## config.mk

```make
export PLATFORM = sky130hd
export DESIGN_NAME = adc_scan_ctrl
export DESIGN_NICKNAME = d
export VERILOG_FILES = /design/src/rtl/adc_scan_pkg.sv /design/src/rtl/adc_scan_acc.sv /design/src/rtl/adc_scan_ctrl.sv
export SDC_FILE = /design/constraint.sdc
export NUM_CORES = 1
export LEC_CHECK = 0
export ABC_AREA = 1
export BUFFER_PORTS_ARGS = -buffer_cell sky130_fd_sc_hd__buf_4
export CORE_MARGIN = 10
export CORE_UTILIZATION = 50
export CTS_BUF_LIST = sky130_fd_sc_hd__clkbuf_8
export DETAILED_ROUTE_END_ITERATION = 12
export PLACE_DENSITY = 0.78
export REMOVE_ABC_BUFFERS = 1
export SYNTH_ARGS = -nofsm -noshare
export SYNTH_HDL_FRONTEND = slang
export SYNTH_SLANG_ARGS = --single-unit
```

## constraint.sdc

```tcl
create_clock -name clock_clk -period 2.6 [get_ports clock_clk]
set_input_delay 0.13 -clock clock_clk [delete_from_list [all_inputs] [get_ports clock_clk]]
set_output_delay 0.13 -clock clock_clk [all_outputs]
set_load 0.01 [all_outputs]
```

## src/rtl/adc_scan_pkg.sv

```systemverilog
// adc_scan_pkg: shared types and helpers for the ADC scan sequencer.
//   scan_state_t : sequencer FSM states (IDLE, CMD, WAIT, EMIT)
//   idx_w()      : index width for a count of n items (minimum 1 bit);
//                  gives the slot-index and sample-counter widths
//   slot_ch_lsb(): bit offset of a slot's channel field in the flat slot list
package adc_scan_pkg;

  typedef enum logic [1:0] {
    IDLE = 2'd0,
    CMD  = 2'd1,
    WAIT = 2'd2,
    EMIT = 2'd3
  } scan_state_t;

  function automatic int unsigned idx_w(input int unsigned n);
    return (n > 1) ? $clog2(n) : 1;
  endfunction

  function automatic int unsigned slot_ch_lsb(input int unsigned slot,
                                              input int unsigned ch_w);
    return slot * ch_w;
  endfunction

endpackage

```

## src/rtl/adc_scan_acc.sv

```systemverilog
// adc_scan_acc: per-slot sample accumulator and averaging.
//   clk, rst_n : clock, asynchronous active-low reset
//   clear      : zero the accumulator and the sample counter
//   add        : accumulate add_data; advance the sample counter unless last
//   add_data   : incoming ADC sample
//   sample     : index of the sample currently being collected
//   last       : sample is the final one of the averaging window
//   avg_out    : running sum (including a sample being added this cycle)
//                shifted down by AVG_LOG2 (truncating divide)
module adc_scan_acc
  import adc_scan_pkg::*;
#(
  parameter  int unsigned DATA_W   = 12,
  parameter  int unsigned AVG_LOG2 = 2,
  localparam int unsigned SMP_W    = idx_w(1 << AVG_LOG2)
) (
  input  logic              clk,
  input  logic              rst_n,
  input  logic              clear,
  input  logic              add,
  input  logic [DATA_W-1:0] add_data,
  output logic [SMP_W-1:0]  sample,
  output logic              last,
  output logic [DATA_W-1:0] avg_out
);

  localparam int unsigned ACC_W = DATA_W + AVG_LOG2;
  localparam logic [SMP_W-1:0] SMP_LAST = SMP_W'((1 << AVG_LOG2) - 1);

  logic [ACC_W-1:0] acc;
  logic [ACC_W-1:0] acc_sum;

  // The sum includes the sample being added so the final average is ready
  // on the same edge that captures the last response.
  always_comb begin
    acc_sum = acc + (add ? ACC_W'(add_data) : '0);
  end

  assign last    = (sample == SMP_LAST);
  assign avg_out = DATA_W'(acc_sum >> AVG_LOG2);

  always_ff @(posedge clk or negedge rst_n) begin
    if (!rst_n) begin
      acc    <= '0;
      sample <= '0;
    end else if (clear) begin
      acc    <= '0;
      sample <= '0;
    end else if (add) begin
      acc <= acc_sum;
      if (!last) begin
        sample <= sample + 1'b1;
      end
    end
  end

endmodule

```

## src/rtl/adc_scan_ctrl.sv

```systemverilog
// adc_scan_ctrl: scan sequencer for the modular ADC command/response pair.
// Walks NUM_SLOTS programmed channels, averages 2^AVG_LOG2 conversions per
// slot and emits one result per slot.
//   clock_clk, reset_sink_reset_n : clock, asynchronous active-low reset
//   cfg_*        : enable, continuous mode, start pulse, error clear, slot list
//   command_*    : Avalon-ST command out (one command outstanding at a time)
//   response_*   : Avalon-ST response in (sop/eop ignored)
//   result_*     : one-cycle averaged result strobe with slot index/frame end
//   busy         : sequencer not idle
//   err_channel  : sticky, response channel differed from the command
//   err_timeout  : sticky, response watchdog fired
// Build option: define ADC_SCAN_TIMEOUT_EN to enable the response watchdog
// (TIMEOUT_CYC cycles); otherwise WAIT holds forever and err_timeout is 0.
module adc_scan_ctrl
  import adc_scan_pkg::*;
#(
  parameter  int unsigned NUM_SLOTS   = 4,
  parameter  int unsigned CH_W        = 5,
  parameter  int unsigned DATA_W      = 12,
  parameter  int unsigned AVG_LOG2    = 2,
  parameter  int unsigned TIMEOUT_CYC = 1024,
  localparam int unsigned SW          = idx_w(NUM_SLOTS)
) (
  input  logic                      clock_clk,
  input  logic                      reset_sink_reset_n,
  input  logic                      cfg_enable,
  input  logic                      cfg_continuous,
  input  logic                      cfg_start,
  input  logic                      cfg_err_clr,
  input  logic [NUM_SLOTS*CH_W-1:0] cfg_slot_ch,
  output logic                      command_valid,
  output logic [CH_W-1:0]           command_channel,
  output logic                      command_startofpacket,
  output logic                      command_endofpacket,
  input  logic                      command_ready,
  input  logic                      response_valid,
  input  logic [CH_W-1:0]           response_channel,
  input  logic [DATA_W-1:0]         response_data,
  input  logic                      response_startofpacket,
  input  logic                      response_endofpacket,
  output logic                      result_valid,
  output logic [SW-1:0]             result_slot,
  output logic [DATA_W-1:0]         result_data,
  output logic                      result_frame_end,
  output logic                      busy,
  output logic                      err_channel,
  output logic                      err_timeout
);

  localparam int unsigned SMP_W = idx_w(1 << AVG_LOG2);
  localparam logic [SW-1:0]    LAST_SLOT = SW'(NUM_SLOTS - 1);
  localparam logic [SMP_W-1:0] LAST_SMP  = SMP_W'((1 << AVG_LOG2) - 1);

  scan_state_t      state;
  logic [SW-1:0]    slot;
  logic [SMP_W-1:0] sample;
  logic             acc_clear;
  logic             acc_add;
  logic             acc_last;
  logic [DATA_W-1:0] acc_avg;

  logic             load_cmd;
  logic [SW-1:0]    ld_slot;
  logic [SMP_W-1:0] ld_sample;
  logic             wd_fire;

  logic unused_ok;
  assign unused_ok = &{1'b0, response_startofpacket, response_endofpacket,
                       (TIMEOUT_CYC == 0)};

  function automatic logic [CH_W-1:0] slot_channel(input logic [SW-1:0] s);
    return cfg_slot_ch[slot_ch_lsb(32'(s), CH_W) +: CH_W];
  endfunction

  adc_scan_acc #(
    .DATA_W   (DATA_W),
    .AVG_LOG2 (AVG_LOG2)
  ) u_acc (
    .clk      (clock_clk),
    .rst_n    (reset_sink_reset_n),
    .clear    (acc_clear),
    .add      (acc_add),
    .add_data (response_data),
    .sample   (sample),
    .last     (acc_last),
    .avg_out  (acc_avg)
  );

  assign acc_clear = (state == IDLE) || (state == EMIT);
  assign acc_add   = (state == WAIT) && response_valid;
  assign busy      = (state != IDLE);

`ifdef ADC_SCAN_TIMEOUT_EN
  localparam int unsigned WD_W = idx_w(TIMEOUT_CYC);
  logic [WD_W-1:0] wdog;
  // A response arriving on the expiry cycle takes priority over the timeout.
  assign wd_fire = (state == WAIT) && !response_valid &&
                   (wdog == WD_W'(TIMEOUT_CYC - 1));
`else
  assign wd_fire     = 1'b0;
  assign err_timeout = 1'b0;
`endif

  // Every transition into CMD is decoded here so the registered command
  // fields are loaded from one place, with sop/eop derived from the target
  // slot/sample rather than the current ones.
  always_comb begin
    load_cmd  = 1'b0;
    ld_slot   = slot;
    ld_sample = sample;
    case (state)
      IDLE: begin
        if (cfg_enable && (cfg_start || cfg_continuous)) begin
          load_cmd  = 1'b1;
          ld_slot   = '0;
          ld_sample = '0;
        end
      end
      WAIT: begin
        if (response_valid && !acc_last) begin
          load_cmd  = 1'b1;
          ld_sample = sample + 1'b1;
        end else if (wd_fire) begin
          load_cmd = 1'b1;
        end
      end
      EMIT: begin
        if (slot != LAST_SLOT) begin
          load_cmd  = 1'b1;
          ld_slot   = slot + 1'b1;
          ld_sample = '0;
        end else if (cfg_enable && cfg_continuous) begin
          load_cmd  = 1'b1;
          ld_slot   = '0;
          ld_sample = '0;
        end
      end
      default: ;
    endcase
  end

  always_ff @(posedge clock_clk or negedge reset_sink_reset_n) begin
    if (!reset_sink_reset_n) begin
      state                 <= IDLE;
      slot                  <= '0;
      command_valid         <= 1'b0;
      command_channel       <= '0;
      command_startofpacket <= 1'b0;
      command_endofpacket   <= 1'b0;
      result_valid          <= 1'b0;
      result_slot           <= '0;
      result_data           <= '0;
      result_frame_end      <= 1'b0;
      err_channel           <= 1'b0;
`ifdef ADC_SCAN_TIMEOUT_EN
      err_timeout           <= 1'b0;
      wdog                  <= '0;
`endif
    end else begin
      result_valid     <= 1'b0;
      result_frame_end <= 1'b0;

      // Clear first so a same-cycle error event below overrides it.
      if (cfg_err_clr) begin
        err_channel <= 1'b0;
`ifdef ADC_SCAN_TIMEOUT_EN
        err_timeout <= 1'b0;
`endif
      end

      if (load_cmd) begin
        state                 <= CMD;
        slot                  <= ld_slot;
        command_valid         <= 1'b1;
        command_channel       <= slot_channel(ld_slot);
        command_startofpacket <= (ld_slot == '0) && (ld_sample == '0);
        command_endofpacket   <= (ld_slot == LAST_SLOT) && (ld_sample == LAST_SMP);
      end

      case (state)
        IDLE: ;
        CMD: begin
          if (command_ready) begin
            command_valid <= 1'b0;
            state         <= WAIT;
`ifdef ADC_SCAN_TIMEOUT_EN
            wdog          <= '0;
`endif
          end
        end
        WAIT: begin
          if (response_valid) begin
            if (response_channel != command_channel) begin
              err_channel <= 1'b1;
            end
            if (acc_last) begin
              state            <= EMIT;
              result_valid     <= 1'b1;
              result_slot      <= slot;
              result_data      <= acc_avg;
              result_frame_end <= (slot == LAST_SLOT);
            end
          end
`ifdef ADC_SCAN_TIMEOUT_EN
          else if (wd_fire) begin
            err_timeout <= 1'b1;
          end else begin
            wdog <= wdog + 1'b1;
          end
`endif
        end
        EMIT: begin
          if (!load_cmd) begin
            state <= IDLE;
          end
        end
        default: state <= IDLE;
      endcase
    end
  end

endmodule
```

==> results_tabular.tex, run 1 <==
\begin{tabular}{lr}
\hline
Metric & Value \\
\hline
\multicolumn{2}{l}{\textbf{Synth}} \\
\quad Synth Flop Type & sky130\_fd\_sc\_hd\_\_dfrtp\_1 \\
\quad Synth top area cells & sky130\_fd\_sc\_hd\_\_dfrtp\_1 37\%, sky130\_fd\_sc\_hd\_\_nand2\_1 17\%, sky130\_fd\_sc\_hd\_\_ha\_1 7.8\% \\
\quad Async set or reset register ratio after synthesis & 1.00 \\
\quad Leading cell type by number of instances after synthesis & sky130\_fd\_sc\_hd\_\_nand2\_1 \\
\quad Number of flops mapped to enable cells by yosys & 0 \\
\quad Number of warnings issued by yosys & 0 \\
\quad Share of the synthesized area in compound gates (AO/OA/AOI/OAI) & 0.0790 \\
\quad Count of state elements after synthesis & 45 \\
\quad Post-Synthesis Cell Area & 0.00304 sq mm \\
\quad Post-synth top area cell & sky130\_fd\_sc\_hd\_\_dfrtp\_1 \\
\quad Area share of the leading cell type in the synthesized netlist & 0.371 \\
\quad Gate count of the mapped netlist & 427 \\
\quad Synthesized area divided by synthesized cell count & 7.12 sq um \\
\quad Area fraction in and, or, nand and nor cells after synthesis & 0.339 \\
\quad Count of distinct cell types in the synthesized netlist & 37 \\
\quad Combinational family with the most area after synthesis & simple AND/OR/NAND/NOR gates \\
\quad Commonest cells in the synthesized netlist & 141 x sky130\_fd\_sc\_hd\_\_nand2\_1, 60 x sky130\_fd\_sc\_hd\_\_inv\_1, 45 x sky130\_fd\_sc\_hd\_\_dfrtp\_1, 45 x sky130\_fd\_sc\_hd\_\_nand3\_1, 33 x sky130\_fd\_sc\_hd\_\_nor2\_1 \\
\quad Post-synthesis xor/xnor area fraction & 0.0288 \\
\quad Synthesized-area fraction occupied by adder cells & 0.0848 \\
\quad Multiplexer fraction of the synthesized cell area & 0 \\
\quad Sequential cell area fraction in the yosys report & 0.371 \\
\multicolumn{2}{l}{\textbf{Hold path}} \\
\quad Hold Crit Endpoint & command\_valid \\
\quad Worst hold path class & in -> reg \\
\quad Startpoint of the worst hold path & command\_ready \\
\quad Worst Hold Depth & 4 \\
\multicolumn{2}{l}{\textbf{Run status}} \\
\quad Run status & complete, no violations \\
\multicolumn{2}{l}{\textbf{Clock tree}} \\
\quad Later-pin clock latency in the skew report & 0.31 ns \\
\quad Num CTS Buffers & 5 \\
\quad H-Tree Depth & 2 \\
\quad CTS sink count & 45 \\
\quad TritonCTS clock tree & built \\
\quad Clock tree root buffer cell & sky130\_fd\_sc\_hd\_\_clkbuf\_8 \\
\quad Setup Fix Bufs, Post-CTS & 0 \\
\quad Maximum number of buffers from clock root to sink & 2 \\
\quad Clock transition at path regs & 0.09 ns \\
\multicolumn{2}{l}{\textbf{STA}} \\
\quad Number of max-slew violations in the final report & 0 \\
\quad Setup TNS Final & 0 ns \\
\quad Setup Skew & 0.0161 ns \\
\quad Actual transition at the worst max-transition pin & 1.11 ns \\
\quad RSZ-0062 raised after global routing & no \\
\quad Tcrit/Tclk final & 0.924 \\
\quad Hold Vio Cnt, Final & 0 \\
\quad Worst slew margin relative to its limit & 0.260 \\
\quad Time the worst path needs with I/O delays and setup & 2.40 ns \\
\quad Count of endpoints failing setup in the final report & 0 \\
\quad Final critical-path setup slack & 0.197 ns \\
\quad Top achievable clock speed & 0.416 GHz \\
\multicolumn{2}{l}{\textbf{Routing}} \\
\quad Detail Route met2 WL & 3.74 mm \\
\quad Count of TritonRoute iterations in the first routing pass & 4 \\
\quad Top layer reached by signal wires & met4 \\
\quad Residual DRC & 0 \\
\quad Met1 layer wirelength in the final routing & 3.15 mm \\
\quad Post-Route WL & 7.61 mm \\
\quad WL met3 & 588 um \\
\quad Average detailed-routed wire length per instance & 13.2 um \\
\quad Vias/cell & 5.00 \\
\quad Post-route antenna net violation count & 0 \\
\quad Number of design-rule violations left by the first detailed-router iteration & 92 \\
\quad Vias post-DR & 2888 \\
\multicolumn{2}{l}{\textbf{Finish}} \\
\quad Area added between synthesis and finish & 23.3\% \\
\quad Diodes inserted & 0 \\
\quad Layout cells sized above 1 & 0.191 \\
\quad Net count of the finished layout & 570 \\
\multicolumn{2}{l}{\textbf{Power}} \\
\quad Part of the power in registers & 0.354 \\
\quad Power density cells & 674 mW/mm\^{}2 \\
\quad Leak pwr & 2.23 nW \\
\quad Fraction of power spent switching nets & 0.428 \\
\quad Max rail drop VDD & 0.533 mV \\
\quad Cell Int Power & 1.44 mW \\
\quad Clock group share of total power & 0.177 \\
\quad Combinational Power Share & 0.469 \\
\quad Switch Pwr & 1.08 mW \\
\multicolumn{2}{l}{\textbf{GRT}} \\
\quad GRT overflow & 0 \\
\quad Antenna violations before repair & 0 \\
\quad Vias in the first global route & 3045 \\
\quad Pin count of the biggest net entering global routing & 46 \\
\quad Total routing usage reported by global routing & 0.160 \\
\quad First-pass GRT wire length & 13.3 mm \\
\multicolumn{2}{l}{\textbf{Worst setup path}} \\
\quad Reg-to-reg critical path startpoint & state[0] \\
\quad WP data arrival & 2.60 ns \\
\quad Reg-to-reg slack, setup & 0.20 ns \\
\quad Nature of the critical path endpoint & flop \\
\quad Capture point of the worst reg-to-reg path & result\_data[6] \\
\quad Critical Path Source Type & flop \\
\quad Type of the worst setup path & reg -> reg \\
\quad Maximum fanout count along the critical path & 10 \\
\quad Worst Reg-to-Reg Cells & 11 \\
\quad Data required, critical path & 2.80 ns \\
\multicolumn{2}{l}{\textbf{Place}} \\
\quad Count of input and output buffers & 70 \\
\quad Worst slack after detailed placement & 0.200 ns \\
\quad Gpl congestion & 0.908 \\
\quad Final HPWL DP & 6.01 mm \\
\multicolumn{2}{l}{\textbf{Die}} \\
\quad Die Span X & 98.0 um \\
\quad Initial Util & 0.513 \\
\quad Die outline height & 98.0 um \\
\quad Die Area & 0.00960 sq mm \\
\quad Floorplan core area & 0.00592 sq mm \\
\quad Number of placed I/O pins & 74 \\
\quad Num rows & 28 \\
\multicolumn{2}{l}{\textbf{Flow run}} \\
\quad Count of maximum capacitance violations & 0 \\
\hline
\end{tabular}
## worst max-delay path: stages, from the launching register on
cell	delay, ns
sky130_fd_sc_hd__dfrtp_1	0.40
sky130_fd_sc_hd__inv_1	0.10
sky130_fd_sc_hd__ha_1	0.23
sky130_fd_sc_hd__nand2_1	0.12
sky130_fd_sc_hd__buf_4	0.19
sky130_fd_sc_hd__nor2_1	0.09
sky130_fd_sc_hd__fa_1	0.44
sky130_fd_sc_hd__nand3_1	0.10
sky130_fd_sc_hd__nand2_1	0.12
sky130_fd_sc_hd__a21oi_1	0.21
sky130_fd_sc_hd__xor2_1	0.20
sky130_fd_sc_hd__o21ai_0	0.10
## worst max path at each step
stage / startpoint / to / slack, ns
final: state[0] / result_data[6] / 0.20
after global routing: state[0] / result_data[5] / 0.04
after CTS: state[0] / result_data[6] / 0.20
after detailed placement: state[0] / result_data[6] / 0.20
after global placement: state[0] / result_data[8] / 0.28
after floorplan: state[0] / result_data[6] / 0.24
## stage by stage
stage	hold slack [ns]	std cells	utilization	cell area [sq um]	total power, mW
after floorplan	-0.166	419	-	2980	1.68
after global placement	0.163	569	0.615	3640	2.05
after detailed placement	0.168	569	0.615	3640	2.09
after CTS	0.133	578	0.633	3740	2.53
after global routing	0.157	578	0.633	3750	2.73
final	0.127	578	0.633	3750	2.52
## registers in the layout (all words and copies together), names as in the netlist, 2 cells and up
signal           cells
result_data         12
u_acc.acc           14
command_channel      5
u_acc.sample         2
state                2
slot                 2
result_slot          2
## layer usage
layer / GRT usage / vias up
met2: 0.279 / 81
met4: 0.0582 / 0
met1: 0.178 / 1308
met3: 0.0493 / 12
li1: - / 1487
met5: 0 / -
## layout by cell type, fill, tap and decap left out, types with 2 or more instances in the layout
master / n
sky130_fd_sc_hd__nand2_4: 2
sky130_fd_sc_hd__nand3_1: 45
sky130_fd_sc_hd__or2_1: 2
sky130_fd_sc_hd__clkbuf_8: 6
sky130_fd_sc_hd__xnor2_1: 4
sky130_fd_sc_hd__inv_2: 3
sky130_fd_sc_hd__xor2_1: 6
sky130_fd_sc_hd__buf_4: 75
sky130_fd_sc_hd__nor2_1: 33
sky130_fd_sc_hd__dlygate4sd3_1: 2
sky130_fd_sc_hd__nor3_1: 2
sky130_fd_sc_hd__o21ai_0: 18
sky130_fd_sc_hd__a22o_1: 2
sky130_fd_sc_hd__inv_1: 61
sky130_fd_sc_hd__a21oi_1: 12
sky130_fd_sc_hd__nand2_2: 5
sky130_fd_sc_hd__nand4_1: 4
sky130_fd_sc_hd__nand2_1: 140
sky130_fd_sc_hd__dfrtp_1: 45
sky130_fd_sc_hd__ha_1: 19
sky130_fd_sc_hd__nand3b_1: 3
## timing repair
item	4_1_cts	5_1_grt
endpoints found under the hold margin	46	0
gates resized for setup	0	1
endpoints found under the setup margin	0	1
hold buffers	2	0
## kinds of logic (layout without fill, tap and decap cells)
group / count (synthesis) / count (layout)
xor+xnor: 10 / 10
simple gates: 239 / 239
compound gates: 41 / 41
buf+inv: 71 / 147
flops: 45 / 45
other cells: 1 / 1
fa+ha+maj: 20 / 20
## layout make-up
type,instances,area (sq um)
fillers,580,2170
multi-input cells,311,1620
flip-flops and latches,45,1130
repair buffers,77,583
inverters,63,236
well taps,75,93.8
clock buffers,6,82.6
clock inverters,1,3.75
## power groups by stage
| stage | combinational (mW) | clock (mW) | sequential, mW |
|---|---|---|---|
| after floorplan | 0.761 | 0 | 0.916 |
| after global placement | 1.14 | 0 | 0.903 |
| after detailed placement | 1.18 | 0 | 0.904 |
| after CTS | 1.19 | 0.454 | 0.892 |
| after global routing | 1.34 | 0.483 | 0.908 |
| final | 1.18 | 0.448 | 0.893 |
Note: power is estimated with default switching activity, not from simulation.
==> inputs of run 2 (changes only) <==
ABC_AREA = unset   (was 1)
PLACE_DENSITY = 0.79   (was 0.78)
==> results_tabular.tex, run 2 <==
\begin{tabular}{lr}
\hline
Metric & Value \\
\hline
\multicolumn{2}{l}{\textbf{Clock tree}} \\
\quad TritonCTS clock tree & built (unchanged) \\
\quad Num CTS Buffers & 5 (unchanged) \\
\quad Clock transition at path regs & 0.09 ns (about the same) \\
\quad CTS sink count & 45 (unchanged) \\
\quad H-Tree Depth & 2 (unchanged) \\
\quad Later-pin clock latency in the skew report & 0.31 ns (about the same) \\
\quad Clock tree root buffer cell & sky130\_fd\_sc\_hd\_\_clkbuf\_8 (unchanged) \\
\quad Maximum number of buffers from clock root to sink & 2 (unchanged) \\
\multicolumn{2}{l}{\textbf{Die}} \\
\quad Initial Util & 0.512 (was 0.513) \\
\quad Die Area & 0.00904 sq mm (was 0.00960 sq mm) \\
\quad Die outline height & 95.1 um (was 98.0 um) \\
\quad Number of placed I/O pins & 74 (unchanged) \\
\quad Floorplan core area & 0.00551 sq mm (was 0.00592 sq mm) \\
\quad Die Span X & 95.1 um (was 98.0 um) \\
\quad Num rows & 27 (was 28) \\
\multicolumn{2}{l}{\textbf{Finish}} \\
\quad Net count of the finished layout & 464 (was 570) \\
\quad Fin cells & 470 (was 578) \\
\quad Register with the highest flop count & u\_acc.acc (unchanged) \\
\quad Fill count & 432 (was 580) \\
\quad Layout cells sized above 1 & 0.324 (was 0.191) \\
\quad Flip-flop count of the largest register after layout & 14 (unchanged) \\
\quad Most common cell after layout, fill and taps aside & sky130\_fd\_sc\_hd\_\_buf\_4 (was sky130\_fd\_sc\_hd\_\_nand2\_1) \\
\quad Final Util & 0.701 (was 0.633) \\
\quad Sequential cell area & 0.00113 sq mm (unchanged) \\
\quad Registers with the highest flip-flop counts & u\_acc.acc x14, result\_data x12, command\_channel x5 (unchanged) \\
\quad Post-route cell area & 0.00386 sq mm (was 0.00375 sq mm) \\
\quad Diodes inserted & 0 (unchanged) \\
\quad Commonest cells after routing, fill and taps aside & 95 x sky130\_fd\_sc\_hd\_\_buf\_4, 52 x sky130\_fd\_sc\_hd\_\_nand2\_1, 45 x sky130\_fd\_sc\_hd\_\_dfrtp\_1 (was 140 x sky130\_fd\_sc\_hd\_\_nand2\_1, 75 x sky130\_fd\_sc\_hd\_\_buf\_4, 61 x sky130\_fd\_sc\_hd\_\_inv\_1) \\
\quad Area of the multi-input gates & 0.00174 sq mm (was 0.00162 sq mm) \\
\quad Area added between synthesis and finish & 37.0\% (was 23.3\%) \\
\multicolumn{2}{l}{\textbf{Hold path}} \\
\quad Hold Crit Endpoint & command\_valid (unchanged) \\
\quad Worst Hold Depth & 4 (unchanged) \\
\quad Worst hold path class & in -> reg (unchanged) \\
\quad Startpoint of the worst hold path & command\_ready (unchanged) \\
\multicolumn{2}{l}{\textbf{Power}} \\
\quad Leak pwr & 1.94 nW (was 2.23 nW) \\
\quad Power density cells & 618 mW/mm\^{}2 (was 674 mW/mm\^{}2) \\
\quad Max rail drop VDD & 0.419 mV (was 0.533 mV) \\
\quad Total power & 2.39 mW (was 2.52 mW) \\
\multicolumn{2}{l}{\textbf{STA}} \\
\quad Setup TNS Final & -0.832 ns (was 0 ns) \\
\quad Hold Vio Cnt, Final & 0 (unchanged) \\
\quad Actual transition at the worst max-transition pin & 0.584 ns (was 1.11 ns) \\
\quad Count of endpoints failing setup in the final report & 7 (was 0) \\
\quad RSZ-0062 raised after global routing & yes (was no) \\
\quad Time the worst path needs with I/O delays and setup & 2.78 ns (was 2.40 ns) \\
\quad Worst-case hold slack & 0.112 ns (was 0.127 ns) \\
\quad Top achievable clock speed & 0.360 GHz (was 0.416 GHz) \\
\quad Setup Skew & 0.0108 ns (was 0.0161 ns) \\
\quad Number of max-slew violations in the final report & 0 (unchanged) \\
\quad Final critical-path setup slack & -0.178 ns (was 0.197 ns) \\
\quad Tcrit/Tclk final & 1.07 (was 0.924) \\
\quad Worst slew margin relative to its limit & 0.611 (was 0.260) \\
\multicolumn{2}{l}{\textbf{Synth}} \\
\quad Commonest cells in the synthesized netlist & 53 x sky130\_fd\_sc\_hd\_\_nand2\_1, 45 x sky130\_fd\_sc\_hd\_\_dfrtp\_1, 19 x sky130\_fd\_sc\_hd\_\_ha\_1 (was 141 x sky130\_fd\_sc\_hd\_\_nand2\_1, 60 x sky130\_fd\_sc\_hd\_\_inv\_1, 45 x sky130\_fd\_sc\_hd\_\_dfrtp\_1, 45 x sky130\_fd\_sc\_hd\_\_nand3\_1, 33 x sky130\_fd\_sc\_hd\_\_nor2\_1) \\
\quad Multiplexer fraction of the synthesized cell area & 0.0466 (was 0) \\
\quad Gate count of the mapped netlist & 304 (was 427) \\
\quad Area share of the leading cell type in the synthesized netlist & 0.399 (was 0.371) \\
\quad Async set or reset register ratio after synthesis & 1.00 (unchanged) \\
\quad Count of state elements after synthesis & 45 (unchanged) \\
\quad Synthesized area divided by synthesized cell count & 9.28 sq um (was 7.12 sq um) \\
\quad Post-Synthesis Cell Area & 0.00282 sq mm (was 0.00304 sq mm) \\
\quad Post-synthesis xor/xnor area fraction & 0.0435 (was 0.0288) \\
\quad Count of distinct cell types in the synthesized netlist & 55 (was 37) \\
\quad Combinational family with the most area after synthesis & compound AO/OA/AOI/OAI gates (was simple AND/OR/NAND/NOR gates) \\
\quad Synthesized-area fraction occupied by adder cells & 0.0914 (was 0.0848) \\
\quad Synth Flop Type & sky130\_fd\_sc\_hd\_\_dfrtp\_1 (unchanged) \\
\quad Leading cell type by number of instances after synthesis & sky130\_fd\_sc\_hd\_\_nand2\_1 (unchanged) \\
\quad Share of the synthesized area in compound gates (AO/OA/AOI/OAI) & 0.209 (was 0.0790) \\
\quad Number of warnings issued by yosys & 0 (unchanged) \\
\quad Synth top area cells & sky130\_fd\_sc\_hd\_\_dfrtp\_1 40\%, sky130\_fd\_sc\_hd\_\_ha\_1 8.4\%, sky130\_fd\_sc\_hd\_\_nand2\_1 7.1\% (was sky130\_fd\_sc\_hd\_\_dfrtp\_1 37\%, sky130\_fd\_sc\_hd\_\_nand2\_1 17\%, sky130\_fd\_sc\_hd\_\_ha\_1 7.8\%) \\
\quad Number of flops mapped to enable cells by yosys & 0 (unchanged) \\
\quad Post-synth top area cell & sky130\_fd\_sc\_hd\_\_dfrtp\_1 (unchanged) \\
\quad Sequential cell area fraction in the yosys report & 0.399 (was 0.371) \\
\quad Area fraction in and, or, nand and nor cells after synthesis & 0.180 (was 0.339) \\
\multicolumn{2}{l}{\textbf{Routing}} \\
\quad Number of design-rule violations left by the first detailed-router iteration & 208 (was 92) \\
\quad Residual DRC & 0 (unchanged) \\
\quad Average detailed-routed wire length per instance & 18.3 um (was 13.2 um) \\
\quad Vias post-DR & 2746 (was 2888) \\
\quad Post-route antenna net violation count & 0 (unchanged) \\
\quad Post-Route WL & 8.59 mm (was 7.61 mm) \\
\quad Count of TritonRoute iterations in the first routing pass & 5 (was 4) \\
\quad Vias/cell & 5.84 (was 5.00) \\
\multicolumn{2}{l}{\textbf{GRT}} \\
\quad First-pass GRT wire length & 13.2 mm (was 13.3 mm) \\
\quad Vias in the first global route & 2711 (was 3045) \\
\quad Pin count of the biggest net entering global routing & 46 (unchanged) \\
\quad Total routing usage reported by global routing & 0.181 (was 0.160) \\
\quad Antenna violations before repair & 0 (unchanged) \\
\quad GRT overflow & 0 (unchanged) \\
\multicolumn{2}{l}{\textbf{Place}} \\
\quad Final HPWL DP & 6.02 mm (was 6.01 mm) \\
\quad Count of input and output buffers & 70 (unchanged) \\
\quad Worst slack after detailed placement & -0.329 ns (was 0.200 ns) \\
\quad Gpl congestion & 0.931 (was 0.908) \\
\quad \# placed instances & 454 (was 569) \\
\quad Placement Cell Area & 0.00353 sq mm (was 0.00364 sq mm) \\
\multicolumn{2}{l}{\textbf{Worst setup path}} \\
\quad Nature of the critical path endpoint & flop (unchanged) \\
\quad Worst Reg-to-Reg Cells & 10 (was 11) \\
\quad Reg-to-reg slack, setup & -0.18 ns (was 0.20 ns) \\
\quad Capture point of the worst reg-to-reg path & result\_data[8] (was result\_data[6]) \\
\quad Maximum fanout count along the critical path & 4 (was 10) \\
\quad Critical Path Source Type & flop (unchanged) \\
\quad Data required, critical path & 2.83 ns (was 2.80 ns) \\
\quad Reg-to-reg critical path startpoint & state[1] (was state[0]) \\
\quad Type of the worst setup path & reg -> reg (unchanged) \\
\quad WP data arrival & 3.01 ns (was 2.60 ns) \\
\multicolumn{2}{l}{\textbf{Run status}} \\
\quad Violations in the final reports & setup timing \\
\quad Run status & finished with violations (was complete, no violations) \\
\multicolumn{2}{l}{\textbf{Flow run}} \\
\quad Count of maximum capacitance violations & 0 (unchanged) \\
\hline
\end{tabular}
==> run 2: changes by cell type after synthesis, moves of 4 or more <==
cell | previous run | this run
sky130_fd_sc_hd__nand3_1 | 45 | 6
sky130_fd_sc_hd__mux2i_1 | 0 | 12
sky130_fd_sc_hd__nor3_1 | 2 | 6
sky130_fd_sc_hd__nand2_1 | 141 | 53
sky130_fd_sc_hd__and2_1 | 0 | 4
sky130_fd_sc_hd__a211oi_1 | 0 | 4
sky130_fd_sc_hd__inv_1 | 60 | 8
sky130_fd_sc_hd__and3_1 | 0 | 14
sky130_fd_sc_hd__o221ai_1 | 0 | 5
sky130_fd_sc_hd__clkbuf_1 | 3 | 9
sky130_fd_sc_hd__a21o_1 | 1 | 9
sky130_fd_sc_hd__nor2_1 | 33 | 14
sky130_fd_sc_hd__nand2_2 | 4 | 0
==> run 2: per-layer routing <==
metal / GRT usage / part of all wire
met1: 0.213 / 0.39
met2: 0.311 / 0.52
met3: 0.0393 / 0.062
met4: 0.0748 / 0.026
met5: 0 / 0
==> run 2: logic make-up (layout without fill, tap and decap cells) <==
family                     Yosys count  after routing
and+or+nand+nor                    109            109
DFF                                 45             45
muxes                               13             13
xor gates and xnor gates            14             14
buffers and inverters               20            114
other                                1              1
AOI/OAI and AO/OA                   82             82
adders and majority gates           20             20
==> run 2: worst max-delay path by stage <==
stage / to / startpoint
finish: result_data[8] / state[1]
detailed placement: u_acc.acc[12] / state[0]
global route: result_data[8] / state[1]
CTS: u_acc.acc[12] / state[1]
global placement: u_acc.acc[12] / state[0]
floorplan: u_acc.acc[12] / state[0]
==> run 2: critical path, cell delays in order, from the launching register on <==
cell                       delay, ns
sky130_fd_sc_hd__dfrtp_1        0.42
sky130_fd_sc_hd__ha_4           0.19
sky130_fd_sc_hd__and3_4         0.15
sky130_fd_sc_hd__ha_4           0.16
sky130_fd_sc_hd__fa_2           0.39
sky130_fd_sc_hd__a211oi_2       0.23
sky130_fd_sc_hd__o21bai_1       0.13
sky130_fd_sc_hd__o311a_1        0.34
sky130_fd_sc_hd__o21a_1         0.23
sky130_fd_sc_hd__o21a_1         0.23
sky130_fd_sc_hd__o31ai_2        0.23
==> run 2: area by class of cell <==
cell class	instances	area share
well taps	72	0.0233
clock inverters	3	0.0168
inverters	8	0.00777
repair buffers	98	0.193
flip-flops and latches	45	0.292
multi-input cells	239	0.450
clock buffers	5	0.0178
==> run 2: where the power goes <==
part | total [mW] | internal (mW) | switching, mW
Clock | 0.641 | 0.382 | 0.259
Sequential | 0.851 | 0.781 | 0.0698
Combinational | 0.893 | 0.399 | 0.495
==> run 2: timing repair <==
| item | in CTS | in global routing |
|---|---|---|
| gates resized for setup | 18 | 8 |
| buffers inserted | 4 | 3 |
| setup endpoints to repair | 12 | 11 |
| hold buffers | 2 | 0 |
| hold endpoints to repair | 46 | 0 |
| pin swaps | 14 | 7 |
==> inputs of run 3 (changes only) <==
--- a/config.mk
+++ b/config.mk
@@ -8,8 +8,8 @@
 export BUFFER_PORTS_ARGS = -buffer_cell sky130_fd_sc_hd__buf_4
 export CORE_MARGIN = 10
-export CORE_UTILIZATION = 50
+export CORE_UTILIZATION = 59
 export CTS_BUF_LIST = sky130_fd_sc_hd__clkbuf_8
 export DETAILED_ROUTE_END_ITERATION = 12
-export PLACE_DENSITY = 0.79
+export PLACE_DENSITY = 0.88
 export REMOVE_ABC_BUFFERS = 1
 export SYNTH_ARGS = -nofsm -noshare
==> constraint.sdc (replaced) <==
create_clock -name clock_clk -period 3.3 [get_ports clock_clk]
set_input_delay 0.165 -clock clock_clk [delete_from_list [all_inputs] [get_ports clock_clk]]
set_output_delay 0.165 -clock clock_clk [all_outputs]
set_load 0.1 [all_outputs]
==> results_tabular.tex, run 3 (synthesized netlist as in run 2, its figures left out) <==
\begin{tabular}{lr}
\hline
Metric & Value \\
\hline
\multicolumn{2}{l}{\textbf{STA}} \\
\quad Actual transition at the worst max-transition pin & 0.690 ns (was 0.584 ns) \\
\quad Setup TNS Final & 0 ns (was -0.832 ns) \\
\quad Hold Vio Cnt, Final & 0 (unchanged) \\
\quad RSZ-0062 raised after global routing & no (was yes) \\
\quad Top achievable clock speed & 0.327 GHz (was 0.360 GHz) \\
\quad Tcrit/Tclk final & 0.928 (was 1.07) \\
\quad Time the worst path needs with I/O delays and setup & 3.06 ns (was 2.78 ns) \\
\quad Count of endpoints failing setup in the final report & 0 (was 7) \\
\quad Setup Skew & 0.00402 ns (was 0.0108 ns) \\
\quad Worst slew margin relative to its limit & 0.540 (was 0.611) \\
\quad Number of max-slew violations in the final report & 0 (unchanged) \\
\multicolumn{2}{l}{\textbf{Power}} \\
\quad Total power & 2.00 mW (was 2.39 mW) \\
\quad Clock group share of total power & 0.168 (was 0.269) \\
\quad Leak pwr & 1.82 nW (was 1.94 nW) \\
\quad Cell Int Power & 1.04 mW (was 1.56 mW) \\
\quad Max rail drop VDD & 0.470 mV (was 0.419 mV) \\
\quad Part of the power in registers & 0.334 (was 0.357) \\
\quad Switch Pwr & 0.968 mW (was 0.824 mW) \\
\quad Fraction of power spent switching nets & 0.483 (was 0.345) \\
\quad Combinational Power Share & 0.498 (was 0.374) \\
\quad Power density cells & 576 mW/mm\^{}2 (was 618 mW/mm\^{}2) \\
\multicolumn{2}{l}{\textbf{Finish}} \\
\quad Area of the multi-input gates & 0.00161 sq mm (was 0.00174 sq mm) \\
\quad Registers with the highest flip-flop counts & u\_acc.acc x14, result\_data x12, command\_channel x5 (unchanged) \\
\quad Flip-flop count of the largest register after layout & 14 (unchanged) \\
\quad Sequential cell area & 0.00113 sq mm (unchanged) \\
\quad Fill count & 347 (was 432) \\
\quad Area added between synthesis and finish & 23.4\% (was 37.0\%) \\
\quad Register with the highest flop count & u\_acc.acc (unchanged) \\
\quad Fin cells & 428 (was 470) \\
\quad Net count of the finished layout & 440 (was 464) \\
\quad Post-route cell area & 0.00348 sq mm (was 0.00386 sq mm) \\
\quad Layout cells sized above 1 & 0.235 (was 0.324) \\
\quad Diodes inserted & 0 (unchanged) \\
\quad Most common cell after layout, fill and taps aside & sky130\_fd\_sc\_hd\_\_buf\_4 (unchanged) \\
\quad Commonest cells after routing, fill and taps aside & 73 x sky130\_fd\_sc\_hd\_\_buf\_4, 53 x sky130\_fd\_sc\_hd\_\_nand2\_1, 45 x sky130\_fd\_sc\_hd\_\_dfrtp\_1 (was 95 x sky130\_fd\_sc\_hd\_\_buf\_4, 52 x sky130\_fd\_sc\_hd\_\_nand2\_1, 45 x sky130\_fd\_sc\_hd\_\_dfrtp\_1) \\
\multicolumn{2}{l}{\textbf{Die}} \\
\quad Floorplan core area & 0.00469 sq mm (was 0.00551 sq mm) \\
\quad Die Span X & 89.1 um (was 95.1 um) \\
\quad Die Area & 0.00795 sq mm (was 0.00904 sq mm) \\
\quad Number of placed I/O pins & 74 (unchanged) \\
\quad Die outline height & 89.1 um (was 95.1 um) \\
\quad Num rows & 25 (was 27) \\
\quad Initial Util & 0.601 (was 0.512) \\
\multicolumn{2}{l}{\textbf{Clock tree}} \\
\quad H-Tree Depth & 2 (unchanged) \\
\quad Clock transition at path regs & 0.08 ns (was 0.09 ns) \\
\quad Later-pin clock latency in the skew report & 0.30 ns (was 0.31 ns) \\
\quad Num CTS Buffers & 5 (unchanged) \\
\quad Number of cells upsized or downsized after cts & 0 (was 18) \\
\quad CTS sink count & 45 (unchanged) \\
\quad Clock tree root buffer cell & sky130\_fd\_sc\_hd\_\_clkbuf\_8 (unchanged) \\
\quad Maximum number of buffers from clock root to sink & 2 (unchanged) \\
\quad TritonCTS clock tree & built (unchanged) \\
\multicolumn{2}{l}{\textbf{Place}} \\
\quad Final HPWL DP & 5.35 mm (was 6.02 mm) \\
\quad \# placed instances & 418 (was 454) \\
\quad Count of input and output buffers & 70 (unchanged) \\
\quad Placement Cell Area & 0.00338 sq mm (was 0.00353 sq mm) \\
\quad Gpl congestion & 0.861 (was 0.931) \\
\multicolumn{2}{l}{\textbf{GRT}} \\
\quad Total routing usage reported by global routing & 0.183 (was 0.181) \\
\quad Vias in the first global route & 2556 (was 2711) \\
\quad Pin count of the biggest net entering global routing & 46 (unchanged) \\
\quad First-pass GRT wire length & 11.5 mm (was 13.2 mm) \\
\quad Antenna violations before repair & 0 (unchanged) \\
\quad GRT overflow & 0 (unchanged) \\
\multicolumn{2}{l}{\textbf{Routing}} \\
\quad Number of design-rule violations left by the first detailed-router iteration & 141 (was 208) \\
\quad Count of TritonRoute iterations in the first routing pass & 4 (was 5) \\
\quad Detail Route met2 WL & 3.70 mm (was 4.47 mm) \\
\quad Vias/cell & 5.91 (was 5.84) \\
\quad WL met3 & 326 um (was 534 um) \\
\quad Residual DRC & 0 (unchanged) \\
\quad Top layer reached by signal wires & met4 (unchanged) \\
\quad Met1 layer wirelength in the final routing & 3.04 mm (was 3.36 mm) \\
\quad Average detailed-routed wire length per instance & 16.8 um (was 18.3 um) \\
\quad Post-Route WL & 7.20 mm (was 8.59 mm) \\
\quad Vias post-DR & 2528 (was 2746) \\
\quad Post-route antenna net violation count & 0 (unchanged) \\
\multicolumn{2}{l}{\textbf{Worst setup path}} \\
\quad Largest incremental delay on the critical path & 0.44 ns (was 0.42 ns) \\
\quad Critical path's top delay family & compound AO/OA/AOI/OAI gates (unchanged) \\
\quad Critical-path top delay cell & sky130\_fd\_sc\_hd\_\_fa\_1 (was sky130\_fd\_sc\_hd\_\_dfrtp\_1) \\
\quad Critical-path cell list & inv\_1, ha\_1, and3\_1, ha\_1, fa\_1, a211oi\_1, o21bai\_1, o311a\_1, o21a\_1, o21a\_1, o41ai\_2 (was ha\_4, and3\_4, ha\_4, fa\_2, a211oi\_2, o21bai\_1, o311a\_1, o21a\_1, o21a\_1, o31ai\_2) \\
\quad Maximum fanout count along the critical path & 3 (was 4) \\
\quad Type of the worst setup path & reg -> reg (unchanged) \\
\quad WP data arrival & 3.27 ns (was 3.01 ns) \\
\quad Data required, critical path & 3.50 ns (was 2.83 ns) \\
\quad Bufs and invs on worst path & 1 (was 0) \\
\quad Critical Path Source Type & flop (unchanged) \\
\quad Nature of the critical path endpoint & flop (unchanged) \\
\multicolumn{2}{l}{\textbf{Flow run}} \\
\quad Count of maximum capacitance violations & 0 (unchanged) \\
\multicolumn{2}{l}{\textbf{Run status}} \\
\quad Run status & complete, no violations (was finished with violations) \\
\multicolumn{2}{l}{\textbf{Hold path}} \\
\quad Worst hold path class & in -> reg (unchanged) \\
\hline
\end{tabular}
[run 3: cell types whose count changed in the layout (fill, tap and decap cells not counted), sizes merged]
cell and delta:
buf -23, bufinv -2, clkinv +1, clkinvlp +1, dlygate4sd3 -1
[run 3: layout make-up]
cell class / instances / area share
flip-flops and latches: 45 / 0.324
repair buffers: 74 / 0.160
multi-input cells: 239 / 0.463
inverters: 8 / 0.00863
well taps: 54 / 0.0194
clock inverters: 3 / 0.00503
clock buffers: 5 / 0.0198
[run 3: path summary, 6_finish.rpt]
kind                                    start               endpoint  slack [ns]  cells past startpoint
hold reg to reg                result_slot[0]         result_slot[0]        0.49                      2
max in group asynchronous  reset_sink_reset_n  command_startofpacket        2.51                      2
setup / recovery                     state[0]          u_acc.acc[10]        0.24                     11
min in group asynchronous  reset_sink_reset_n         result_data[4]        0.41                      2
hold / removal                    cfg_err_clr            err_channel        0.03                      2
setup reg to reg                     state[0]          u_acc.acc[10]        0.24                     11
[run 3: power by group through the flow]
stage | registers, mW | clock network, mW | logic, mW
after CTS | 0.671 | 0.346 | 0.990
after detailed placement | 0.682 | 0 | 0.982
final | 0.669 | 0.337 | 0.998
after floorplan | 1.00 | 0 | 0.399
after global placement | 0.679 | 0 | 0.961
after global routing | 0.679 | 0.368 | 1.06
[run 3: what timing repair did]
| item | 4_1_cts | 5_1_grt |
|---|---|---|
| hold buffers | 1 | 0 |
| hold endpoints to repair | 45 | 0 |
| setup endpoints to repair | 0 | 3 |
| setup buffers | 0 | 1 |
[run 3: through the flow]
stage	worst slack, ns	util	hold slack [ns]
after floorplan	0.352	-	-0.131
after global placement	0.305	0.719	0.199
after detailed placement	0.225	0.719	0.203
after CTS	0.176	0.740	0.0316
after global routing	0.0762	0.742	0.0356
final	0.238	0.742	0.0342
[run 3: routing by layer]
metal  track usage  vias to the layer above
met5             0                        -
met4        0.0809                        0
met3        0.0319                       12
met2         0.310                       72
met1         0.222                     1209
li1              -                     1235
[run 3: worst register-to-register path: cells and delay by family (launching register included)]
kind / cells / cell delay, ns
adder cells (fa/ha/maj): 3 / 0.89
AND/OR/NAND/NOR: 1 / 0.18
buffers and inverters: 1 / 0.09
AO/OA/AOI/OAI: 6 / 1.45
flip-flops: 1 / 0.36
